$ cat config.mk
export PLATFORM = sky130hd
export DESIGN_NAME = fpu_utils_rspack
export DESIGN_NICKNAME = d
export VERILOG_FILES = /design/src/rtl/fpu_utils_rspack.sv
export SDC_FILE = /design/constraint.sdc
export NUM_CORES = 1
export LEC_CHECK = 0
export BUFFER_PORTS_ARGS = -buffer_cell sky130_fd_sc_hd__clkbuf_2
export CAP_MARGIN = 30
export CORE_MARGIN = 2
export CORE_UTILIZATION = 50
export DETAILED_ROUTE_END_ITERATION = 8
export MAX_ROUTING_LAYER = met4
export PLACE_DENSITY = 0.72
export SLEW_MARGIN = 25
export SYNTH_ARGS = -nofsm -noshare
export SYNTH_HDL_FRONTEND = slang
export SYNTH_SLANG_ARGS = --single-unit
$ cat constraint.sdc
create_clock -name i_clk -period 6.8 [get_ports i_clk]
set_input_delay 1.36 -clock i_clk [delete_from_list [all_inputs] [get_ports i_clk]]
set_output_delay 1.36 -clock i_clk [all_outputs]
set_load 0.01 [all_outputs]
$ cat src/rtl/fpu_utils_rspack.sv
// Result packer: turns a classified, unrounded sign/exp/mantissa triple
// into an IEEE-754 word plus exception flags over a 2-stage pipeline.
package fpu_pkg;
  typedef enum logic [1:0] {
    FP32    = 2'd0,
    FP64    = 2'd1,
    FP16    = 2'd2,
    FP16ALT = 2'd3
  } fp_format_e;

  function automatic int unsigned flen_bits(fp_format_e f);
    case (f)
      FP64:          return 64;
      FP16, FP16ALT: return 16;
      default:       return 32;
    endcase
  endfunction

  function automatic int unsigned exp_bits(fp_format_e f);
    case (f)
      FP64:    return 11;
      FP16:    return 5;
      default: return 8;
    endcase
  endfunction

  function automatic int unsigned man_bits(fp_format_e f);
    case (f)
      FP64:    return 52;
      FP16:    return 10;
      FP16ALT: return 7;
      default: return 23;
    endcase
  endfunction
endpackage

module fpu_utils_rspack #(
  parameter fpu_pkg::fp_format_e FP_FMT = fpu_pkg::fp_format_e'(0),
  localparam int unsigned FLEN     = fpu_pkg::flen_bits(FP_FMT),
  localparam int unsigned EXP_BITS = fpu_pkg::exp_bits(FP_FMT),
  localparam int unsigned MAN_BITS = fpu_pkg::man_bits(FP_FMT)
) (
  input  logic                i_clk,
  input  logic                i_rst,
  input  logic                i_valid,
  output logic                o_ready,
  input  logic [2:0]          i_cls,
  input  logic                i_sign,
  input  logic [EXP_BITS+1:0] i_exp,
  input  logic [MAN_BITS:0]   i_man,
  output logic                o_valid,
  input  logic                i_ready,
  output logic [FLEN-1:0]     o_res,
  output logic [4:0]          o_fflags,
  input  logic                i_flag_clr,
  output logic [4:0]          o_fflags_acc
);
  localparam int unsigned EW = EXP_BITS + 2;
  localparam logic signed [EW-1:0] EXP_MAX =
    EW'((2 ** EXP_BITS) - 1);
  localparam logic signed [EW:0] SH_SAT =
    (EW+1)'(MAN_BITS + 2);

  logic signed [EW-1:0] exp_s;
  logic signed [EW:0]   sh_raw;
  logic signed [EW:0]   sh_sat;
  logic [MAN_BITS-1:0]  shifted;
  logic [MAN_BITS:0]    lost_mask;
  logic                 lost;

  logic                c_fin, c_zero, c_inf, c_qnan, c_inv;
  logic                dec_sign;
  logic [EXP_BITS-1:0] dec_exp;
  logic [MAN_BITS-1:0] dec_man;
  logic [4:0]          dec_flg;

  logic                s1_v_q, s1_v_d;
  logic                s1_sign_q, s1_sign_d;
  logic [EXP_BITS-1:0] s1_exp_q, s1_exp_d;
  logic [MAN_BITS-1:0] s1_man_q, s1_man_d;
  logic [4:0]          s1_flg_q, s1_flg_d;
  logic                s2_v_q, s2_v_d;
  logic [FLEN-1:0]     s2_res_q, s2_res_d;
  logic [4:0]          s2_flg_q, s2_flg_d;
  logic [4:0]          acc_q, acc_d;
  logic                s2_en;
  logic                acc_in;

  // Shift is computed one bit wider and clamped so very negative
  // exponents cannot wrap into a small shift.
  assign exp_s     = $signed(i_exp);
  assign sh_raw    = (EW+1)'(1) - {exp_s[EW-1], exp_s};
  assign sh_sat    = (sh_raw > SH_SAT) ? SH_SAT : sh_raw;
  assign shifted   = MAN_BITS'(i_man >> $unsigned(sh_sat));
  assign lost_mask =
    ~({(MAN_BITS+1){1'b1}} << $unsigned(sh_sat));
  assign lost      = |(i_man & lost_mask);

  assign c_fin  = (i_cls == 3'd0);
  assign c_zero = (i_cls == 3'd1);
  assign c_inf  = (i_cls == 3'd2);
  assign c_qnan = (i_cls == 3'd3);
  assign c_inv  = (i_cls >= 3'd4);

  always_comb begin
    dec_sign = i_sign;
    dec_exp  = '0;
    dec_man  = '0;
    dec_flg  = '0;
    unique case (1'b1)
      c_zero: ;
      c_inf:  dec_exp = '1;
      c_qnan, c_inv: begin
        dec_sign = 1'b0;
        dec_exp  = '1;
        dec_man  = {1'b1, {(MAN_BITS-1){1'b0}}};
        dec_flg  = {c_inv, 4'b0000};
      end
      c_fin: begin
        if (i_man == '0) begin
          dec_exp = '0;
        end else if (exp_s >= EXP_MAX) begin
          dec_exp = '1;
          dec_flg = 5'b00101;
        end else if (exp_s >= EW'(1)) begin
          dec_exp = i_exp[EXP_BITS-1:0];
          dec_man = i_man[MAN_BITS-1:0];
        end else begin
          dec_man = shifted;
          dec_flg = lost ? 5'b00011 : 5'b00000;
        end
      end
      default: ;
    endcase
  end

  assign s2_en   = !s2_v_q | i_ready;
  assign o_ready = !s1_v_q | s2_en;
  assign acc_in  = s2_v_q & i_ready;

  always_comb begin
    s1_v_d    = o_ready ? i_valid : s1_v_q;
    s1_sign_d = s1_sign_q;
    s1_exp_d  = s1_exp_q;
    s1_man_d  = s1_man_q;
    s1_flg_d  = s1_flg_q;
    if (i_valid & o_ready) begin
      s1_sign_d = dec_sign;
      s1_exp_d  = dec_exp;
      s1_man_d  = dec_man;
      s1_flg_d  = dec_flg;
    end
    s2_v_d   = s2_en ? s1_v_q : s2_v_q;
    s2_res_d = s2_res_q;
    s2_flg_d = s2_flg_q;
    if (s2_en & s1_v_q) begin
      s2_res_d = {s1_sign_q, s1_exp_q, s1_man_q};
      s2_flg_d = s1_flg_q;
    end
    acc_d = (i_flag_clr ? 5'b0 : acc_q)
          | (acc_in ? s2_flg_q : 5'b0);
  end

  always_ff @(posedge i_clk) begin
    if (i_rst) begin
      s1_v_q    <= 1'b0;
      s1_sign_q <= 1'b0;
      s1_exp_q  <= '0;
      s1_man_q  <= '0;
      s1_flg_q  <= '0;
      s2_v_q    <= 1'b0;
      s2_res_q  <= '0;
      s2_flg_q  <= '0;
      acc_q     <= '0;
    end else begin
      s1_v_q    <= s1_v_d;
      s1_sign_q <= s1_sign_d;
      s1_exp_q  <= s1_exp_d;
      s1_man_q  <= s1_man_d;
      s1_flg_q  <= s1_flg_d;
      s2_v_q    <= s2_v_d;
      s2_res_q  <= s2_res_d;
      s2_flg_q  <= s2_flg_d;
      acc_q     <= acc_d;
    end
  end

  assign o_valid      = s2_v_q;
  assign o_res        = s2_res_q;
  assign o_fflags     = s2_flg_q;
  assign o_fflags_acc = acc_q;
endmodule
# After elaboration in Yosys (flattened, before gate mapping)
# Cells that the tools add are included.
# op_classes
mux	17
bitwise_logic	8
n_addsub	1
reduce_logical	7
n_eq_ne	2
n_lt_le_gt_ge	4
mul	0
div_mod_pow	0
shift	2
# ops
cell	count
2-to-1 mux 23 bit	3
case mux 23 bit (2 select lines)	1
bitwise AND 24 bit	1
zero test 24 bit	1
2-to-1 mux 8 bit	3
NOT 24 bit	1
OR reduction 24 bit	1
left shift 24 x 11 -> 24 bit (first input constant)	1
right shift 24 x 11 -> 23 bit	1
case mux 8 bit (2 select lines)	1
> comparator 11 x 6 -> 1 bit (second input constant)	1
2-to-1 mux 11 bit	1
subtractor 2 x 10 -> 11 bit (first input constant)	1
greater-or-equal comparator 10 x 2 -> 1 bit (second input constant)	1
greater-or-equal comparator 10 x 9 -> 1 bit (second input constant)	1
2-to-1 mux 5 bit	2
case mux 5 bit (2 select lines)	1
== test 3 x 2 -> 1 bit (second input constant)	2
2-to-1 mux 3 bit	2
OR 5 bit	1
2-to-1 mux 2 bit	2
bitwise AND 1 bit	3
greater-or-equal comparator 3 bit (second input constant)	1
zero test 3 bit	1
5 further kinds	7
# word_totals
n_memories	0
regBits	81
input_bits	43
mem_bits_rw	0
latchBits	0
mem_bits_ro	0

# Longest topological paths before layout
# logic_depth
depth_word	12
depth_mapped	15
depth_no_buf	11

# Worst setup path after synthesis
# No wires, ideal clock.
# synth_timing
path_type	input to register
from	input port i_exp[1]
to	register s1_flg_q[0]
cell_stages	14
n_path_buf	3
arrival_time_ps	4220
setup_time_ps	120
setup_slack_ps	2460
path_cell_list	buf_6 -> clkinv_1 -> ha_1 -> clkbuf_1 -> nor3_1 -> o221ai_1 -> a31oi_2 -> o21a_1 -> buf_2 -> nand3_1 -> a2111oi_2 -> and4_1 -> a311oi_1 -> or2_1
# synth_between
elab_chain_len	12
elab_cells_between_ends	14
classes_between	1 x add/sub; 3 x order compare; 1 x shift; 6 x mux; 2 x bitwise; 1 x reduce/logical
# synth_rtl
item	line_no	source
start, declared	49	input logic [EXP_BITS+1:0] i_exp,
subtractor 2 x 10 -> 11 bit	92	assign sh_raw = (EW+1)'(1) - {exp_s[EW-1], exp_s};
> comparator 11 x 6 -> 1 bit	93	assign sh_sat = (sh_raw > SH_SAT) ? SH_SAT : sh_raw;
2-to-1 mux 11 bit	93	
left shift 24 x 11 -> 24 bit	96	~({(MAN_BITS+1){1'b1}} << $unsigned(sh_sat));
NOT 24 bit	96	
bitwise AND 24 bit	97	assign lost = |(i_man & lost_mask);
OR reduction 24 bit	97	
2-to-1 mux 2 bit	130	dec_flg = lost ? 5'b00011 : 5'b00000;
2-to-1 mux 2 bit	125	end else if (exp_s >= EW'(1)) begin
2-to-1 mux 3 bit (*)	122	end else if (exp_s >= EXP_MAX) begin
2-to-1 mux 3 bit (*)	120	if (i_man == '0) begin
case mux 5 bit (2 select lines) (*)	110	unique case (1'b1)
end signal, assigned	180	s1_flg_q <= s1_flg_d;
end, declared	81	logic [4:0] s1_flg_q, s1_flg_d;
# Every way passes the cells marked *; elsewhere a longest branch is shown, timed or not.
# A chain may end at the register's enable or synchronous reset.

# Final worst setup path
# layout_timing
from	input port i_exp[1]
to	register s1_man_q[3]
# layout_between
elab_chain_len	8
elab_cells_between_ends	10
classes_between	1 x add/sub; 3 x order compare; 1 x shift; 5 x mux
# layout_rtl
item	line_no	source
subtractor 2 x 10 -> 11 bit	92	
> comparator 11 x 6 -> 1 bit	93	
2-to-1 mux 11 bit	93	
right shift 24 x 11 -> 23 bit	94	assign shifted = MAN_BITS'(i_man >> $unsigned(sh_sat));
2-to-1 mux 23 bit	125	
2-to-1 mux 23 bit (*)	122	
2-to-1 mux 23 bit (*)	120	
case mux 23 bit (2 select lines) (*)	110	
end signal, assigned	179	s1_man_q <= s1_man_d;
end, declared	80	logic [MAN_BITS-1:0] s1_man_q, s1_man_d;
# Marks and branches as above.

==> flow_summary_export.csv <==
group,metric,value,unit
setup_path,path_delay_family,"compound AO/OA/AOI/OAI gates",
power,leakage,0.00226,µW
synthesis,synthFlopType,"dfxtp_1",
clocking,cts-hold-fix-buffers,0,
clocking,clkSinkCount,78,
drt,drc,0,
global_route,grt_max_degree,66,
drt,wire_per_inst,20.9,µm
worst_hold_path,worstHoldPathType,"reg2reg",
die,core_region_area,10200,µm²
clocking,clockRootBuffer,"clkbuf_8",
setup_path,critPathMaxStageDelay,650,ps
clocking,cts_buffer_depth,2,
drt,drt-initial-drc-count,665,
clocking,cts_tree,"done",
sta,final.setup.tns,0,ps
synthesis,synth_enable_flop_cells,0,
sta,min_period,5310,ps
die,core.rowCount,37,
sta,hold_viol_final,0,
sta,fin_skew,11.7,ps
clocking,clk_latency,360,ps
power,power,1050,µW
finish,drive_gt1_frac,0.198,
global_route,grt_pass1_wl,28700,µm
drt,dr.pass1.iters,6,
die,fp.dieArea,11200,µm²
power,ir_drop,0.000118,V
finish,finalNonFillerCells,869,
sta,rsz0062_at_grt,"false",
setup_path,path_cells,"clkbuf_2, clkinv_1, ha_1, or2_1, o41ai_2, a31oi_2, o211ai_2, nand2_2, o32ai_2, nand2_1, a2111oi_1, a22o_1",
flow_run,drv_cap,0,
sta,worst_slew_pin_slew,922,ps
synthesis,synth_warnings,0,
placed_design,io_buffer_count,84,
setup_path,worstSetupPathType,"in2reg",
drt,routed_wl,18100,µm
setup_path,startpoint_type,"primary input",
die,die_h,106,µm
run_status,status,"finished, final reports clean",
setup_path,critPathMaxFanout,20,
power,p_per_area,180,nW/µm²
sta,fin_crit_sh,0.781,
finish,num_antenna_cells,0,
synthesis,ys_ff_latch,78,
drt,via_per_inst,6.40,
sta,hold_ws,453,ps
clocking,post_cts_resized,0,
placed_design,dp_cells,851,
global_route,grtUsageTotal,0.334,
setup_path,required,7110,ps
sta,max_freq,0.188,GHz
drt,num_vias,5564,
global_route,grt_pass1_vias,5323,
synthesis,async_flop_share,0,
clocking,cts.clk_slew.worst_paths,90,ps
global_route,overflow,0,
finish,nNetsFinal,772,
finish,areaGrowthSynthToFinish,12.9,%
sta,slew_viol_final,0,
die,start_util,0.509,
setup_path,worst-path-buf-inv,2,
setup_path,crit_slowest_cell,"o211ai_2",
drt,ant_nets,0,
clocking,cts_made_buffers,9,
sta,setup_viol,0,
sta,slew-limit-headroom,0.381,
die,chipWidth,106,µm
global_route,antenna_found_initial,0,
setup_path,end_kind,"flop",
synthesis,synth_area_per_cell,7.67,µm²
setup_path,cp.arrival,5620,ps
clocking,postCtsSetupRepairBufs,0,
placed_design,gp_congestion,1.00,
synthesis,synth_cells,676,
die,io_pins,87,
synthesis,syn_area,5190,µm²
placed_design,dp_hpwl,13200,µm
clocking,cts_max_level,3,
synthesis,synth.distinct_cells,79,
synthesis,synth.yosys.seq_area_share,0.301,
## cell type report
| type | count | area, µm² |
|---|---|---|
| well taps | 136 | 170 |
| multi-input cells | 535 | 3360 |
| repair buffers | 98 | 536 |
| fillers | 978 | 4330 |
| clock inverters | 7 | 81.3 |
| inverters | 6 | 22.5 |
| flip-flops and latches | 78 | 1560 |
| clock buffers | 9 | 124 |
## worst register-to-register path: stages, from the launching register on
cell	delay, ps
dfxtp_1	360
nor2b_1	200
nand2_1	120
nand2_1	400
nor3_1	790
nand2b_1	380
a311oi_1	570
or2_1	170
## cells in the mapped netlist (7+ instances only)
| library cell | count | area, µm² |
|---|---|---|
| a22o_1 | 8 | 70.1 |
| nand3_1 | 9 | 45.0 |
| nor2_1 | 60 | 225 |
| mux2i_1 | 37 | 370 |
| nor4_1 | 7 | 43.8 |
| nor2b_1 | 8 | 50.1 |
| clkbuf_1 | 38 | 143 |
| nor3_1 | 13 | 65.1 |
| a21oi_1 | 72 | 360 |
| a211oi_1 | 7 | 52.6 |
| and2_1 | 7 | 43.8 |
| o22ai_1 | 25 | 156 |
| a22oi_1 | 14 | 105 |
| buf_2 | 7 | 35.0 |
| a32oi_1 | 7 | 61.3 |
| o21ai_0 | 29 | 145 |
| dfxtp_1 | 78 | 1560 |
| nand2_1 | 102 | 383 |
## cell usage in the layout (no fill, tap or decap), types with 5 or more instances in the layout
cell,n
a21oi_1,72
a21o_1,5
nand3_1,9
mux2i_1,37
nor4_1,6
dfxtp_1,78
nor3_1,13
o22ai_1,25
a31oi_1,5
nor2_1,59
nor2b_1,7
inv_1,5
o21ai_0,29
and2_1,7
a211oi_1,7
nand2_1,102
a32o_1,5
a22oi_1,14
clkbuf_8,9
a32oi_1,7
clkbuf_2,84
buf_4,12
or3_1,6
a22o_1,8
## sequential cells by signal (all words and copies together), names as in the netlist
name,flops
s1_sign_q,1
o_fflags_acc,4
s1_v_q,1
s1_flg_q,4
o_res,32
s1_exp_q,8
o_valid,1
o_fflags,4
s1_man_q,23
## cells by family after synthesis
| logic type | after synthesis | synth area share |
|---|---|---|
| AO/OA/AOI/OAI | 237 | 0.318 |
| XOR/XNOR | 5 | 0.00845 |
| adder cells (fa/ha/maj) | 4 | 0.00820 |
| buffers and inverters | 64 | 0.0567 |
| flip-flops | 78 | 0.301 |
| multiplexers | 41 | 0.0801 |
| other | 1 | 0.000723 |
| AND/OR/NAND/NOR | 246 | 0.227 |
## routing by layer
layer  routed length, µm  track usage
met2                7900        0.482
met1                8060        0.459
met3                1560       0.0656
met5                   0            -
met4                 620        0.133
## power breakdown
part	internal [µW]	switching [µW]
sequential	466	5.50
combinational	69.0	153
clock	174	184
## metrics by stage
stage               worst slack (ps)  utilization  cell area, µm²
CTS                             1660        0.572            5820
floorplan                       2460            -            5190
global placement                1390        0.551            5610
global route                    1230        0.575            5850
detailed placement              1280        0.551            5620
finish                          1490        0.575            5850
## final timing paths
check / from / end / slack (ps) / depth (start not counted)
worst max-delay path: i_exp[1] / s1_man_q[3]$_SDFFE_PP0P_ / 1490 / 12
worst min register to register: s1_exp_q[7]$_SDFFE_PP0P_ / o_res[30]$_SDFFE_PP0P_ / 450 / 2
worst max register to register: o_valid$_SDFFE_PP0P_ / s1_flg_q[0]$_SDFFE_PP0P_ / 3750 / 7
worst min-delay path: s1_exp_q[7]$_SDFFE_PP0P_ / o_res[30]$_SDFFE_PP0P_ / 450 / 2
No activity file was read; power rests on OpenSTA's default activity.
